## config.mk

```make
export PLATFORM = sky130hd
export DESIGN_NAME = gerador_reset_entrada
export DESIGN_NICKNAME = d
export VERILOG_FILES = /design/src/rtl/gerador_reset_entrada.sv
export SDC_FILE = /design/constraint.sdc
export NUM_CORES = 1
export LEC_CHECK = 0
export BUFFER_PORTS_ARGS = -buffer_cell sky130_fd_sc_hd__clkbuf_2
export CAP_MARGIN = 30
export CORE_UTILIZATION = 55
export CTS_BUF_LIST = sky130_fd_sc_hd__clkbuf_4 sky130_fd_sc_hd__clkbuf_8
export DETAILED_ROUTE_END_ITERATION = 10
export GPL_ROUTABILITY_DRIVEN = 0
export PLACE_DENSITY = 0.73
export SLEW_MARGIN = 20
export SYNTH_ARGS = -nofsm -noshare
export SYNTH_HDL_FRONTEND = slang
export SYNTH_SLANG_ARGS = --single-unit
```

## constraint.sdc

```tcl
create_clock -name clk -period 1.75 [get_ports clk]
set_input_delay 0.525 -clock clk [delete_from_list [all_inputs] [get_ports clk]]
set_output_delay 0.525 -clock clk [all_outputs]
set_load 0.02 [all_outputs]
```

## src/rtl/gerador_reset_entrada.sv

```systemverilog
// gerador_reset_entrada
// Multi-channel generator of the active-low input-clear signals for the Sudoku
// input path. Each board key is synchronised, debounced and gated with the
// current game state through ALLOW_MASK. In pulse mode an accepted press gives
// one PULSE_CYCLES-long clear. In level mode the clear follows the held key
// while the game state permits it.
//
// Per channel the pulse FSM state is held in g_canal[i].estado, and its pulse
// counter in g_canal[i].cont_pulso.
module gerador_reset_entrada #(
    parameter int                      NUM_KEYS        = 2,
    parameter int                      STATE_W         = 3,
    parameter logic [2**STATE_W-1:0]   ALLOW_MASK      = 8'b0000_1111,
    parameter int                      DEBOUNCE_CYCLES = 4,
    parameter int                      PULSE_CYCLES    = 3,
    parameter int                      LEVEL_MODE      = 0
) (
    input  logic                clk,
    input  logic                resetN,
    input  logic [NUM_KEYS-1:0] keyReset,
    input  logic [STATE_W-1:0]  estadoJogo,
    output logic [NUM_KEYS-1:0] saidaResetEntrada,
    output logic                saidaResetGeral,
    output logic [NUM_KEYS-1:0] eventoAceito
);

    localparam int CNT_W  = $clog2(DEBOUNCE_CYCLES + 1);
    localparam int PCNT_W = (PULSE_CYCLES > 1) ? $clog2(PULSE_CYCLES) : 1;

    // Last counter value before the debounced level may change / pulse ends.
    localparam logic [CNT_W-1:0]  DEB_LAST   = CNT_W'(DEBOUNCE_CYCLES - 1);
    localparam logic [PCNT_W-1:0] PULSE_LAST = PCNT_W'(PULSE_CYCLES - 1);

    typedef enum logic [1:0] {
        OCIOSO        = 2'd0,
        PULSO         = 2'd1,
        ESPERA_SOLTAR = 2'd2
    } estado_pulso_t;

    // Permission for the current game state. The full STATE_W bits index the mask.
    logic permitido;
    assign permitido = ALLOW_MASK[estadoJogo];

    genvar i;
    generate
        for (i = 0; i < NUM_KEYS; i++) begin : g_canal
            logic              sinc1;
            logic              sinc2;
            logic [CNT_W-1:0]  cont_deb;
            logic              nivel_deb;
            logic              nivel_deb_ant;
            logic              queda;
            estado_pulso_t     estado;
            logic [PCNT_W-1:0] cont_pulso;
            logic              saida_q;
            logic              evento_q;

            // Debounced level went 1 -> 0 on the previous edge: a candidate press.
            assign queda = nivel_deb_ant & ~nivel_deb;

            // Two-flop synchroniser for the asynchronous key; released level is 1.
            always_ff @(posedge clk or negedge resetN) begin
                if (!resetN) begin
                    sinc1 <= 1'b1;
                    sinc2 <= 1'b1;
                end else begin
                    sinc1 <= keyReset[i];
                    sinc2 <= sinc1;
                end
            end

            // Debouncer: the level only changes after DEBOUNCE_CYCLES consecutive
            // disagreeing cycles, and any agreeing cycle restarts the count.
            always_ff @(posedge clk or negedge resetN) begin
                if (!resetN) begin
                    cont_deb      <= '0;
                    nivel_deb     <= 1'b1;
                    nivel_deb_ant <= 1'b1;
                end else begin
                    nivel_deb_ant <= nivel_deb;
                    if (sinc2 != nivel_deb) begin
                        if (cont_deb == DEB_LAST) begin
                            nivel_deb <= sinc2;
                            cont_deb  <= '0;
                        end else begin
                            cont_deb <= cont_deb + 1'b1;
                        end
                    end else begin
                        cont_deb <= '0;
                    end
                end
            end

            // Output logic: pulse FSM or level follower, plus the acceptance strobe.
            always_ff @(posedge clk or negedge resetN) begin
                if (!resetN) begin
                    estado     <= OCIOSO;
                    cont_pulso <= '0;
                    saida_q    <= 1'b1;
                    evento_q   <= 1'b0;
                end else begin
                    evento_q <= 1'b0;
                    if (LEVEL_MODE != 0) begin
                        // The FSM is parked in level mode.
                        estado     <= OCIOSO;
                        cont_pulso <= '0;
                        saida_q    <= ~(~nivel_deb & permitido);
                        evento_q   <= queda & permitido;
                    end else begin
                        case (estado)
                            OCIOSO: begin
                                // The permission is taken once, at acceptance. Later
                                // state changes do not shorten the pulse.
                                if (queda && permitido) begin
                                    estado     <= PULSO;
                                    cont_pulso <= '0;
                                    saida_q    <= 1'b0;
                                    evento_q   <= 1'b1;
                                end
                            end
                            PULSO: begin
                                if (cont_pulso == PULSE_LAST) begin
                                    cont_pulso <= '0;
                                    saida_q    <= 1'b1;
                                    estado     <= nivel_deb ? OCIOSO : ESPERA_SOLTAR;
                                end else begin
                                    cont_pulso <= cont_pulso + 1'b1;
                                end
                            end
                            ESPERA_SOLTAR: begin
                                // A held key gives exactly one pulse. Re-arm only after release.
                                if (nivel_deb) begin
                                    estado <= OCIOSO;
                                end
                            end
                            default: begin
                                estado     <= OCIOSO;
                                cont_pulso <= '0;
                                saida_q    <= 1'b1;
                            end
                        endcase
                    end
                end
            end

            assign saidaResetEntrada[i] = saida_q;
            assign eventoAceito[i]      = evento_q;
        end
    endgenerate

    // Global clear: low whenever any channel was clearing on the previous cycle.
    always_ff @(posedge clk or negedge resetN) begin
        if (!resetN) begin
            saidaResetGeral <= 1'b1;
        end else begin
            saidaResetGeral <= &saidaResetEntrada;
        end
    end

endmodule

```

## Yosys cells after proc, flatten, opt, wreduce, memory -nomap -nowiden

Memories as Yosys holds them, arrays and structs flattened.
Index checks and enable logic that the tools add are counted.

| storage, ports and cells | value |
|---|---|
| bits in registers | 27 |
| latch bits | 0 |
| RAM bits | 0 |
| memory bits (read-only) | 8 |
| input bits | 7 |
| output and inout port bits | 5 |
| logic and storage cells | 91 |
| memories kept | 1 |

Memories:

| name | depth | width | read ports | clocked after Yosys merged registers in | write ports | line | text |
|---|---|---|---|---|---|---|---|
| (no name shown) | 8 | 1 | 1 | 0 | 0 | 42 | `assign permitido = ALLOW_MASK[estadoJogo];` |

| cells by class | value |
|---|---|
| $add $sub $neg | 4 |
| $mul | 0 |
| divide/modulo/power cells | 0 |
| $lt $le $gt $ge | 1 |
| equality and inequality tests | 16 |
| shifts and indexed selects | 0 |
| mux-type cells | 31 |
| bitwise gates (word level) | 6 |
| reduce and logical (&&, ||, !) cells | 13 |

Operators with widths:

| operator | number |
|---|---|
| two-way mux 2 bit | 12 |
| case mux 2 bit (3 select lines) | 4 |
| two-way mux 3 bit | 4 |
| != test 2 bit (second input constant) | 6 |
| AND reduction 3 bit | 4 |
| AND reduction 2 bit | 5 |
| two-way mux 1 bit | 9 |
| == test 2 bit (second input constant) | 4 |
| adder 3 x 1 -> 3 bit (second input constant) | 2 |
| == test 3 x 2 -> 1 bit (second input constant) | 2 |
| case mux 1 bit (3 select lines) | 2 |
| adder 2 x 1 -> 2 bit (second input constant) | 2 |
| == test 2 x 1 -> 1 bit (second input constant) | 2 |
| logical NOT 2 bit | 2 |
| less-than comparator 3 x 4 -> 1 bit (second input constant) | 1 |
| inverter 1 bit | 4 |
| AND 1 bit | 2 |
| logical AND 1 bit | 2 |
| != test 1 bit | 2 |

## Longest topological paths before layout

| logic depth | value |
|---|---|
| depth in word-level cells | 5 |
| gate-level depth with buffers | 3 |
| depth with buffers taken out | 3 |

## Least setup slack after synthesis

OpenSTA, ideal clock, no wires.

| path | value |
|---|---|
| path type | input port to flip-flop |
| start point | input estadoJogo[2] |
| end point | register g_canal[1].cont_pulso[0] |
| arrival | 1.421 ns |
| path slack | 0.203 ns |
| stages on the path | 3 |
| path buffers | 0 |
| cell sequence | or4b_4 and2_4 mux2_4 |

| on the way | value |
|---|---|
| cells in the longest elaborated chain, start to end | 5 |

RTL lines:

| element | line | text |
|---|---|---|
| start, declared | 21 | `input logic [STATE_W-1:0] estadoJogo,` |
| memory (8 x 1 bit) | -- |  |
| two-way mux 1 bit (not written as such) | 42 |  |
| logical AND 1 bit | 114 | `if (queda && permitido) begin` |
| != test 2 bit (no source line) | -- |  |
| AND reduction 2 bit (no source line) | -- |  |
| end signal, assigned | 127 | `cont_pulso <= cont_pulso + 1'b1;` |
| end, declared | 54 | `logic [PCNT_W-1:0] cont_pulso;` |

No other way between the ends. The select of a mux whose other input is x is not followed.
A chain may end at the register's enable or synchronous reset.

## Worst setup path in the final report

| path | value |
|---|---|
| start point | register g_canal[1].saida_q |
| end point | output saidaResetEntrada[1] |

RTL lines:

| element | line | text |
|---|---|---|
| start, declared | 55 | `logic saida_q;` |
| start signal, assigned | 107 | `saida_q <= ~(~nivel_deb & permitido);` |
| end, declared | 22 | `output logic [NUM_KEYS-1:0] saidaResetEntrada,` |

No word-level cell between the ends.

==> run_results.csv <==
group,metric,value,unit
power_and_ir_drop,peakVddDrop,0.000936,V
grt,grt_max_degree,28,
timing,tightestPinTransition,0.612,ns
floorplanning,die_area,0.00210,mm²
critical_path,critPathMaxFanout,4,
logic_synthesis,syn_nets,90,
finish,layout.cells.most_common,"dfrtp_1",
routing,wl_per_cell,12.0,µm
floorplanning,die_width,45.8,µm
finish,fin_nets,99,
power_and_ir_drop,p_leak,0.515,nW
logic_synthesis,synth_cells,81,
logic_synthesis,synth_compound_area_frac,0.0498,
logic_synthesis,synthXorXnorAreaFrac,0.0166,
critical_path,reg2reg_slack,0.21,ns
logic_synthesis,syn-mean-instance-area,13.0,µm²
routing,wirelength,1370,µm
floorplanning,ios,12,
floorplanning,die_y,45.8,µm
clocking,post_cts_buffers,0,
timing,fin_crit_sh,0.906,
critical_path,cp.buffers_inverters,1,
grt,grt_pass1_vias,592,
critical_path,crit_arrival,1.06,ns
place,port_buffers,9,
routing,drtIter0Drc,3,
logic_synthesis,yosysWarnings,0,
finish,multi_input_area,329,µm²
logic_synthesis,synth-edff-count,0,
routing,vias,604,
logic_synthesis,synthArstFlopShare,1.00,
logic_synthesis,yosys.area_share.simple,0.186,
clocking,root_buffer,"clkbuf_4",
grt,grtUsageTotal,0.164,
finish,final_layout_size_suffix_gt1_frac,0.303,
power_and_ir_drop,p_per_area,1610,mW/mm²
timing,relSlewSlack,0.592,
timing,hold_violations,0,
finish,utilization,0.640,
critical_path,path_depth,1,
clocking,cts_hold_buf,0,
logic_synthesis,ys_seq_elements,27,
run,cap_violations,0,
finish,fillCellCount,143,
floorplanning,std_cell_rows,15,
timing,grt_setup_unrepaired,"no",
timing,report.final.slew_viol_count,0,
floorplanning,core_area,0.00176,mm²
critical_path,cp_data_required_time,1.22,ns
logic_synthesis,synth_top_family_by_area,"simple AND/OR/NAND/NOR gates",
clocking,cts_tree,"done",
clocking,clock_path_buffers,2,
routing,first_pass_iters,3,
logic_synthesis,yosys_most_used_dff,"dfrtp_1",
clocking,clock-sinks,27,
finish,area_delta_synth_final,6.87,%
critical_path,critical_path_class,"flop to output port",
place,place_hpwl,992,µm
critical_path,r2r_start,"g_canal[1].nivel_deb_ant$_DFF_PN1_",
grt,antenna_found_initial,0,
grt,gr-total-overflow,0,
critical_path,path_cells,"clkbuf_2",
finish,final_cell_mix,"dfrtp_1, dfstp_2, clkbuf_2, nor2_1",
routing,drc_errors,0,
logic_synthesis,ys_seq_area_frac,0.653,
logic_synthesis,synth_adder_area_share,0.0237,
timing,min_period,1.59,ns
timing,final-setup-viol-count,0,
critical_path,reg2reg_depth,3,
clocking,clock_latency,0.31,ns
grt,grt_pass1_wl,2420,µm
critical_path,cp-end-kind,"output port",
hold_path,hold_path.class,"input pin to async pin",
routing,viasPerCell,5.30,
timing,skew,0.00110,ns
logic_synthesis,muxShareOfSynthArea,0.0355,
clocking,cts_buffers,3,
critical_path,critPathMaxStageDelay,0.58,ns
floorplanning,start_util,0.599,
clocking,clkTransAtPathRegs,0.14,ns
timing,max_freq,631,MHz
clocking,cts_resized,0,
routing,drtAntennaViolNets,0,
critical_path,crit_slowest_cell,"dfstp_2",
clocking,h-tree-depth,1,
critical_path,crit_family,"flip-flops",
critical_path,critPathLaunchType,"flop",
timing,setup_tns,0,ns
critical_path,startpoint,"g_canal[1].saida_q$_DFFE_PN1P_",
status,outcome,"finished, final reports clean",
logic_synthesis,ys_types,28,
finish,antenna_cells,0,
finish,instances_no_fill,114,
place,placed_cells,110,
finish,regArea,689,µm²
logic_synthesis,synth_area,0.00106,mm²
## cell type report
cell class | count | share of cell area
clock inverters | 1 | 0.00665
flip-flops and latches | 27 | 0.611
multi-input cells | 48 | 0.292
well taps | 25 | 0.0277
inverters | 1 | 0.00333
repair buffers | 9 | 0.0399
clock buffers | 3 | 0.0200
## metal layers
layer | vias up | global-route usage | part of all wire
met3 | 2 | 0.0397 | 0.029
met1 | 300 | 0.197 | 0.46
met2 | 9 | 0.271 | 0.50
li1 | 293 | - | -
met4 | 0 | 0.0882 | 0.0088
met5 | - | 0 | 0
## power breakdown
| part | leakage (nW) | total [mW] | switching, mW | internal, mW |
|---|---|---|---|---|
| registers | 0.326 | 1.04 | 0.166 | 0.872 |
| clock network | 0.0139 | 0.264 | 0.177 | 0.0872 |
| logic | 0.175 | 0.512 | 0.246 | 0.266 |
## Yosys cell counts, drive strengths merged (2+ instances only)
cell / count / share of area
dfrtp: 16 / 0.38
dfstp: 11 / 0.27
nor2: 8 / 0.028
a21oi: 4 / 0.019
buf: 4 / 0.028
nor2b: 4 / 0.024
mux2: 3 / 0.036
nand2b: 3 / 0.018
nor3: 3 / 0.014
nor3b: 3 / 0.021
and2: 2 / 0.014
ha: 2 / 0.024
nand2: 2 / 0.0071
nand3b: 2 / 0.014
o21ai: 2 / 0.0095
or4b: 2 / 0.023
xnor2: 2 / 0.017
## stage by stage
| step | total power [mW] | hold slack (ns) | setup WS [ns] | cell area [µm²] |
|---|---|---|---|---|
| 2_1_floorplan | 1.47 | 0.229 | 0.203 | 1060 |
| 3_3_place_gp | 1.53 | 0.346 | 0.0817 | 1100 |
| 3_5_place_dp | 1.57 | 0.349 | 0.0643 | 1100 |
| 4_1_cts | 1.84 | 0.204 | 0.149 | 1130 |
| 5_1_grt | 1.96 | 0.239 | 0.112 | 1130 |
| 6_report | 1.81 | 0.187 | 0.165 | 1130 |
## flip-flops by register name (all words and copies together), names as in the netlist
name / count
g_canal.estado: 4
g_canal.saida_q: 2
g_canal.sinc1: 2
g_canal.cont_deb: 6
g_canal.nivel_deb: 2
saidaResetGeral: 1
g_canal.nivel_deb_ant: 2
g_canal.evento_q: 2
g_canal.cont_pulso: 4
g_canal.sinc2: 2
## cell families after synthesis
family | count (synthesis)
AND/OR/NAND/NOR | 32
flip-flops | 27
AO/OA/AOI/OAI | 9
buffers and inverters | 6
multiplexers | 3
XOR/XNOR | 2
adder cells (fa/ha/maj) | 2
## worst paths after layout
kind	to
max	saidaResetEntrada[1]
min	g_canal[1].estado[0]$_DFFE_PN0P_
max reg2reg	g_canal[1].cont_pulso[0]$_DFFE_PN0P_
min reg2reg	g_canal[1].sinc2$_DFF_PN1_
max in group asynchronous	g_canal[1].estado[1]$_DFFE_PN0P_
min in group clk	g_canal[0].sinc1$_DFF_PN1_
No activity file was read; power rests on OpenSTA's default activity.
